`config.mk`:
```
export PLATFORM = sky130hd
export DESIGN_NAME = lsu_axi_master
export DESIGN_NICKNAME = d
export VERILOG_FILES = /design/src/rtl/lsu_axi_master.sv
export SDC_FILE = /design/constraint.sdc
export NUM_CORES = 1
export LEC_CHECK = 0
export ABC_AREA = 1
export CORE_ASPECT_RATIO = 0.6
export CORE_MARGIN = 10
export CORE_UTILIZATION = 40
export DETAILED_ROUTE_END_ITERATION = 10
export GPL_TIMING_DRIVEN = 0
export PLACE_DENSITY = 0.81
export SETUP_SLACK_MARGIN = 0.05
export SYNTH_ARGS = -nofsm -noshare
export SYNTH_HDL_FRONTEND = slang
export SYNTH_SLANG_ARGS = --single-unit
```
`constraint.sdc`:
```
create_clock -name clk -period 8.12 [get_ports clk]
set_clock_uncertainty 0.15 [all_clocks]
set_input_delay 2.03 -clock clk [delete_from_list [all_inputs] [get_ports clk]]
set_output_delay 2.03 -clock clk [all_outputs]
set_load 0.01 [all_outputs]
```
`src/rtl/lsu_axi_master.sv`:
```
// lsu_axi_master
// Bridges single load/store requests from a core onto an AXI-lite master
// port, keeping one transaction outstanding at a time.
//
// Ports:
//   clk, rst                  clock, asynchronous active-high reset
//   req_*                     core request channel (valid/ready, we, addr, wdata, wstrb)
//   resp_*                    core response channel (valid/ready, rdata, err)
//   ar*/r*                    AXI-lite read address / read data channels
//   aw*/w*/b*                 AXI-lite write address / write data / write response channels
//
// All handshake outputs are decoded from the state register and the
// aw_done/w_done flags only, so no *_ready_i/*_valid_i input reaches any
// *_valid_o output combinationally.
module lsu_axi_master #(
    parameter int ADDR_W = 32,
    parameter int DATA_W = 64,
    parameter int STRB_W = DATA_W / 8
) (
    input  logic              clk,
    input  logic              rst,
    input  logic              req_valid_i,
    output logic              req_ready_o,
    input  logic              req_we_i,
    input  logic [ADDR_W-1:0] req_addr_i,
    input  logic [DATA_W-1:0] req_wdata_i,
    input  logic [STRB_W-1:0] req_wstrb_i,
    output logic              resp_valid_o,
    input  logic              resp_ready_i,
    output logic [DATA_W-1:0] resp_rdata_o,
    output logic              resp_err_o,
    output logic [ADDR_W-1:0] araddr_o,
    output logic              arvalid_o,
    input  logic              arready_i,
    input  logic [DATA_W-1:0] rdata_i,
    input  logic [1:0]        rresp_i,
    input  logic              rvalid_i,
    output logic              rready_o,
    output logic [ADDR_W-1:0] awaddr_o,
    output logic              awvalid_o,
    input  logic              awready_i,
    output logic [DATA_W-1:0] wdata_o,
    output logic [STRB_W-1:0] wstrb_o,
    output logic              wvalid_o,
    input  logic              wready_i,
    input  logic [1:0]        bresp_i,
    input  logic              bvalid_i,
    output logic              bready_o
);

    typedef enum logic [2:0] {
        IDLE    = 3'd0,
        RD_ADDR = 3'd1,
        RD_DATA = 3'd2,
        WR_REQ  = 3'd3,
        WR_RESP = 3'd4,
        RESP    = 3'd5
    } state_t;

    state_t            state;
    logic [ADDR_W-1:0] addr_q;
    logic [DATA_W-1:0] wdata_q;
    logic [STRB_W-1:0] wstrb_q;
    logic              aw_done;
    logic              w_done;
    logic              aw_ok;
    logic              w_ok;

    // A channel counts as complete if it finished earlier or handshakes now.
    assign aw_ok = aw_done || awready_i;
    assign w_ok  = w_done  || wready_i;

    // req_ready is gated by rst so it reads 0 while reset is held, and 1 in
    // the very first cycle after release (state is already IDLE).
    assign req_ready_o  = (state == IDLE) && !rst;
    assign arvalid_o    = (state == RD_ADDR);
    assign rready_o     = (state == RD_DATA);
    assign awvalid_o    = (state == WR_REQ) && !aw_done;
    assign wvalid_o     = (state == WR_REQ) && !w_done;
    assign bready_o     = (state == WR_RESP);
    assign resp_valid_o = (state == RESP);

    assign araddr_o = addr_q;
    assign awaddr_o = addr_q;
    assign wdata_o  = wdata_q;
    assign wstrb_o  = wstrb_q;

    // The read/write direction is carried by the state itself, so no
    // separate we register is kept.
    always_ff @(posedge clk or posedge rst) begin
        if (rst) begin
            state        <= IDLE;
            addr_q       <= '0;
            wdata_q      <= '0;
            wstrb_q      <= '0;
            aw_done      <= 1'b0;
            w_done       <= 1'b0;
            resp_rdata_o <= '0;
            resp_err_o   <= 1'b0;
        end else begin
            case (state)
                IDLE: begin
                    if (req_valid_i) begin
                        addr_q  <= req_addr_i;
                        wdata_q <= req_wdata_i;
                        wstrb_q <= req_wstrb_i;
                        aw_done <= 1'b0;
                        w_done  <= 1'b0;
                        state   <= req_we_i ? WR_REQ : RD_ADDR;
                    end
                end
                RD_ADDR: begin
                    if (arready_i) state <= RD_DATA;
                end
                RD_DATA: begin
                    if (rvalid_i) begin
                        resp_rdata_o <= rdata_i;
                        resp_err_o   <= (rresp_i != 2'b00);
                        state        <= RESP;
                    end
                end
                WR_REQ: begin
                    if (aw_ok && w_ok) begin
                        aw_done <= 1'b0;
                        w_done  <= 1'b0;
                        state   <= WR_RESP;
                    end else begin
                        aw_done <= aw_ok;
                        w_done  <= w_ok;
                    end
                end
                WR_RESP: begin
                    if (bvalid_i) begin
                        resp_rdata_o <= '0;
                        resp_err_o   <= (bresp_i != 2'b00);
                        state        <= RESP;
                    end
                end
                RESP: begin
                    if (resp_ready_i) state <= IDLE;
                end
                default: state <= IDLE;
            endcase
        end
    end

endmodule

```
* Word-level counts from Yosys, hierarchy flattened
Cells that the tools add are included.
Word-level totals: register bits after elaboration 174, memory bits (writable) 0, latch bits 0, memories kept 0, bits of input ports 182, bits in read-only memories 0, output and inout port bits 208, logic and storage cells 56
Operators by class: $mul 0, magnitude comparators 0, bitwise logic cells 0, shift operators 0, add/subtract/negate cells 0, equality and inequality tests 11, divide/modulo/power cells 0, mux-type cells 19, reductions and logical operators 18
Operator list (number):
- two-way mux 64 bit | 2
- one-hot mux 64 bit (2 select lines) | 1
- two-way mux 3 bit | 6
- one-hot mux 3 bit (6 select lines) | 1
- nonzero test 2 bit | 4
- == test 3 x 2 -> 1 bit, second input constant | 2
- == test 3 bit, second input constant | 2
- inequality test 2 x 1 -> 1 bit, second input constant | 3
- inequality test 2 bit, second input constant | 3
- one-hot mux 1 bit (2 select lines) | 3
- AND reduction 6 bit | 1
- two-way mux 1 bit | 5
- logical AND 1 bit | 4
- AND reduction 2 bit | 2
- == test 3 x 1 -> 1 bit, second input constant | 1
- logical NOT 1 bit | 3
- logical NOT 3 bit | 1
- AND reduction 3 bit | 1
- logical OR 1 bit | 2
- two-way mux 2 bit | 1

* Longest topological paths before layout
Gate-level depths: netlist of run 1.
depth after elaboration 4, mapped depth 10, mapped depth without buffers 9

* Worst setup path before layout of run 1
Ideal clock, no wire load.
path type input to output, start in rst, end out req_ready_o, stages 1, arrival time 2.383 ns, path slack 3.557 ns, cell sequence nor4_1
On the way: cells in the longest elaborated chain, start to end 2
Ends and longest elaborated chain:
- start: declaration | RTL line 21 | input logic rst,
- logical NOT 1 bit (no line)
- logical AND 1 bit | RTL line 75 | assign req_ready_o = (state == IDLE) && !rst;
- end: declaration | RTL line 23 | output logic req_ready_o,
Every way passes these cells.

* Worst setup path in the final report of run 1
Same ends and word-level chain as after synthesis.

==> results of run 1 <==
registers in the layout, summed over array words and instances, names as in the netlist:
register / cells
resp_err_o: 1
aw_done: 1
state: 3
w_done: 1
wdata_o: 64
wstrb_o: 8
araddr_o: 32
resp_rdata_o: 64
placed cells by master (no fill, tap or decap), types with 4 or more instances in the layout:
cell             count
inv_6                4
clkdlybuf4s50_1    389
clkbuf_16           17
nand3_1              8
o21ai_2             45
nand2_2             22
buf_4               41
dfrtp_1            174
inv_8                4
o21ai_1             20
nor2_1               7
nand2_1            437
inv_1               16
clkbuf_1            10
buf_2               17
buf_6               10
worst min-delay path by stage:
stage,end,cells after the start
finish,wdata_o[40],2
global route,wdata_o[14],2
CTS,wdata_o[34],2
detailed placement,wdata_o[34],2
global placement,wdata_o[41],2
floorplan,wdata_o[0],2
layer usage:
metal | part of all wire, % | vias to the layer above | global-route usage, %
met5 | 0 | - | 0
li1 | - | 3318 | -
met4 | 0.92 | 0 | 4.159
met1 | 39 | 3242 | 24.73
met3 | 11 | 14 | 9.777
met2 | 50 | 259 | 36.27
where the power goes:
part | internal, mW | switching, mW
combinational | 1.34 | 1.23
sequential | 1.27 | 0.248
clock | 0.407 | 0.378
total | 3.02 | 1.85
area by class of cell:
cell class                      count  area (um^2)
Inverter                           19        81.33
Clock inverter                     13        123.9
Sequential cell                   174         4354
Buffer                             78        570.5
Fill cell                        1469         5954
Tap cell                          240        300.3
Multi-Input combinational cell    554         2471
Timing Repair Buffer              390         3921
Clock buffer                       19        432.9
through the flow:
stage | cell area (um^2) | utilization (%)
2_1_floorplan | 7470 | -
3_3_place_gp | 11660 | 64.05
3_5_place_dp | 11700 | 64.24
4_1_cts | 12260 | 67.30
5_1_grt | 12260 | 67.30
6_report | 12260 | 67.30
critical path, cell delays in order:
cell and delay (ns):
clkdlybuf4s50_1 0.52, nor4_1 0.25, clkdlybuf4s50_1 0.63
cell families after synthesis:
| logic type | after synthesis | synth area share, % |
|---|---|---|
| flops | 174 | 58.29 |
| compound gates | 71 | 7.219 |
| buf+inv | 97 | 8.626 |
| simple gates | 483 | 25.86 |
==> impl_metrics.tcl, run 1 <==
set metrics [dict create \
    drc 0 \
    synth_area_mm2 0.007470 \
    synth_most_common_cell "nand2_1" \
    dieHeight_um 125.9 \
    min_period_ns 5.610 \
    clk_root_buffer_cell "clkbuf_16" \
    setup.worst_path.end_class "output pin" \
    postCtsSetupRepairBufs 0 \
    worstMarginPinSlew_ns 0.5736 \
    setup_tns_ns 0 \
    clk_latency_ns 0.41 \
    required_ns 5.94 \
    synth-async-reset-ratio_pct 100.0 \
    placed_cells 1455 \
    nets 1416 \
    place_congestion 0.8616 \
    drt_iter0_drc 294 \
    cts.path.max_buffers 2 \
    fin_total_pwr_mw 4.875 \
    ff2ff_setup_slack_ns 6.32 \
    path_clk_slew_ns 0.07 \
    outcome "finished clean" \
    ios 390 \
    crit_end "req_ready_o" \
    crit_arrival_ns 3.43 \
    synth_area_leaders "dfrtp_1 58%, nand2_1 22%, o21ai_2 5.3%" \
    p_leak_nw 5.966 \
    synth-seq-cells 174 \
    irDropWorstVdd_v 0.0001896 \
    post-route-period-util_pct 69.09 \
    grt_use_total_pct 21.48 \
    synth_warnings 0 \
    vias 6833 \
    numCtsBuffers 17 \
    worst_setup_path_start_kind "input pin" \
    avgSynthCellArea_um2 9.054 \
    cts.sinks 174 \
    antenna_found_initial 1 \
    cts_hold_buffers 0 \
    coreArea_mm2 0.01821 \
    io_buffers 389 \
    crit_path_max_fanout 2 \
    post-place-ws_ns 2.508 \
    wl_um 27490 \
    start_util_pct 41.02 \
    num_rows 38 \
    htreeDepth 4 \
    final_cells 1487 \
    drt-vias-per-instance 4.595 \
    yosys.cell_types.count 27 \
    finalSetupViolCount 0 \
    die-area_mm2 0.02472 \
    grt_max_degree 114 \
    fin_ws_ns 2.510 \
    hp-start "wdata_o[40]" \
    grt_setup_unrepaired "no" \
    cap_violations 0 \
    synth-seq-area-share_pct 58.29 \
    synth_cells 825 \
    reg2reg_from "state[1]" \
    hpwl_um 21990 \
    synth_top_area_cell "dfrtp_1" \
    timing.rr.end "wdata_o[36]" \
    cts_tree "yes" \
    overflow 0 \
    r2r_cells 8 \
    synth_edf_count 0 \
    detail-route-antenna-nets 0 \
    hp-class "reg -> reg" \
    syn_nets 1007 \
    power_density_mw_per_mm2 397.8 \
    diodes 0 \
    hold_viol 0 \
    path_class "in -> out" \
    grt_pass1_vias 7046 \
    layout-drive-gt1-share_pct 14.19 \
    maxSlewViolCount 0 \
    whs_ns 0.3279 \
    routedWlPerCell_um 18.49 \
    die_w_um 196.4 \
    fmax_mhz 178.3 \
    area_growth_syn_to_layout_pct 64.07 \
    ys.flop_type "dfrtp_1" \
    cts_resized 0 \
    maxSlewHeadroom_pct 61.76 \
    first_pass_iters 5 \
    synth_top_area_share_pct 58.29 \
    netlist_top_cells_count "437 x nand2_1, 174 x dfrtp_1, 45 x o21ai_2" \
    grt_pass1_wl_um 41940 \
    critPathLaunch "rst" \
]
Power figures use the tool's default switching activity.
==> run 2, diff against run 1 <==
- CORE_UTILIZATION: 40 -> 36
- PLACE_DENSITY: 0.81 -> 0.77
- clock period: 8.12 -> 4.8 ns (I/O delays scaled with it)
==> run 2 against run 1 <==
Compared with the run above: sequential cell count stayed put; global-route usage shrank 1.8 points; final cell count is 2.5% higher; first-iteration DRC count is 0.34% higher; via count grew 0.86%; sequential power is 70% higher; clock-buffer cell count grew 3; combinational power up 69%; core utilization decreased by 5.9 points; worst setup slack got worse by 1.5 ns; sequential share of layout area down 0.44 points; critical endpoint unchanged; highest routed layer is now met5.
==> impl_metrics.tcl, run 2 (synthesis gave the netlist of run 1 again) <==
set metrics [dict create \
    grt_max_degree 41 \
    placed_cells 1491 \
    placed_area_mm2 0.01179 \
    timing.rr.end "araddr_o[25]" \
    clk_root_buffer_cell "clkbuf_16" \
    cpMostUsedCell "clkdlybuf4s50_1" \
    maxSlewViolCount 0 \
    fin_ws_ns 0.9625 \
    fmax_mhz 260.6 \
    nets 1419 \
    finalInstanceArea_mm2 0.01241 \
    drt_iter0_drc 295 \
    fin_total_pwr_mw 8.393 \
    holdPathEnd "wdata_o[37]" \
    r2r_cells 8 \
    worstMarginPinSlew_ns 0.7419 \
    crit_arrival_ns 2.49 \
    p_comb_share_pct 51.9 \
    vias 6892 \
    sw_frac_of_total_pct 36.83 \
    crit_chain "clkdlybuf4s50_1 -> nor4_1 -> clkdlybuf4s50_1" \
    die_w_um 206.0 \
    power_density_mw_per_mm2 676.2 \
    post-route-period-util_pct 79.95 \
    power_frac_seq_pct 30.8 \
    path_clk_slew_ns 0.07 \
    num_rows 40 \
    grt_use_total_pct 19.65 \
    start_util_pct 36.94 \
    wl_um 27660 \
    worst_setup_path_start_kind "input pin" \
    crit_path_max_fanout 2 \
    cts_tree "yes" \
    drt-vias-per-instance 4.522 \
    htreeDepth 4 \
    ios 390 \
    hold_depth 2 \
    area_growth_syn_to_layout_pct 66.15 \
    cts.path.max_buffers 2 \
    path_class "in -> out" \
    p_clk_share_pct 17.3 \
    irDropWorstVdd_v 0.0003194 \
    final_util_pct 61.38 \
    required_ns 3.45 \
    coreArea_mm2 0.02022 \
    cts.sinks 174 \
    ff2ff_setup_slack_ns 3.00 \
    hpwl_um 22020 \
    grt_pass1_wl_um 41320 \
    cp_slowest_cell "clkdlybuf4s50_1" \
    final_cells 1524 \
    p_int_mw 5.302 \
    worst_path_largest_cell_delay_ns 0.63 \
    place_congestion 0.8113 \
    cts_resized 0 \
    post-place-ws_ns 0.9582 \
    critical_path.top_delay_family "buffers and inverters" \
    clk_latency_ns 0.42 \
    maxSlewHeadroom_pct 50.44 \
    finalSetupViolCount 0 \
    final_common_cell "nand2_1" \
    nFillCells 1723 \
    cts_hold_buffers 0 \
    drc 0 \
    layout-drive-gt1-share_pct 14.48 \
    cap_violations 0 \
    reg2reg_from "state[1]" \
    outcome "finished clean" \
    die-area_mm2 0.02710 \
    p_leak_nw 6.020 \
    detail-route-antenna-nets 0 \
    setup.worst_path.end_class "output pin" \
    postCtsSetupRepairBufs 0 \
    antenna_found_initial 2 \
    grt_pass1_vias 6911 \
    grt_setup_unrepaired "no" \
    hp-class "reg -> reg" \
    path_buf_inv 2 \
    hp-start "wdata_o[37]" \
    dieHeight_um 131.6 \
    min_period_ns 3.838 \
    first_pass_iters 6 \
    layout_common_cells "437 x nand2_1, 389 x clkdlybuf4s50_1, 174 x dfrtp_1, 45 x o21ai_2, 41 x buf_4" \
    io_buffers 389 \
    routedWlPerCell_um 18.15 \
    overflow 0 \
    p_sw_mw 3.091 \
    hold_viol 0 \
    numCtsBuffers 17 \
]
## run 2: cell types whose count changed in the layout (fill, tap and decap cells not counted), sizes merged
cell / before / now
clkinvlp: 1 / 2
clkinv: 5 / 6
diode: 0 / 1
bufinv: 0 / 3
buf: 71 / 74
clkbuf: 27 / 30
inv: 26 / 18
## run 2: through the flow
stage | hold WS [ns] | TNS, ns
6_report | 0.3275 | 0
5_1_grt | 0.3489 | 0
4_1_cts | 0.3322 | 0
3_5_place_dp | 0.3137 | 0
3_3_place_gp | 0.3106 | -57.96
2_1_floorplan | 0.3654 | 0
## run 2: worst min-delay path: cells and delay by family (launching register included)
family | cells | cell delay (ns)
DFF | 1 | 0.34
and+or+nand+nor | 2 | 0.10
## run 2: power by group through the flow
stage	Clock (mW)	Combinational, mW	Sequential [mW]
final	1.46	4.35	2.58
after global routing	1.54	4.71	2.67
after CTS	1.48	4.43	2.59
after detailed placement	0	4.41	2.60
after global placement	0	4.31	2.57
after floorplan	0	1.78	2.86
## run 2: worst max-delay path by stage
stage	start	to	slack, ns	cells after the start
5_1_grt	rst	req_ready_o	0.89	3
3_3_place_gp	rst	wdata_o[10]	-0.34	2
2_1_floorplan	rst	araddr_o[0]	1.23	1
4_1_cts	rst	req_ready_o	0.95	3
6_report	rst	req_ready_o	0.96	3
3_5_place_dp	rst	req_ready_o	0.96	3
## run 2: metal layers
metal,vias to the layer above,share of wire [%],GRT usage (%)
met5,-,0.087,0
met4,4,0.97,4.481
met3,19,11,8.763
met2,236,50,33.26
met1,3297,38,22.19
li1,3336,-,-
## run 2: area by class of cell
type	instances	area (um^2)	share of cell area, %
Antenna cell	1	2.502	0.02016
Buffer	78	570.5	4.597
Clock buffer	22	484.2	3.902
Clock inverter	10	135.1	1.089
Inverter	19	77.57	0.6251
Multi-Input combinational cell	554	2471	19.91
Sequential cell	174	4354	35.08
Tap cell	273	341.6	2.752
Timing Repair Buffer	393	3974	32.02
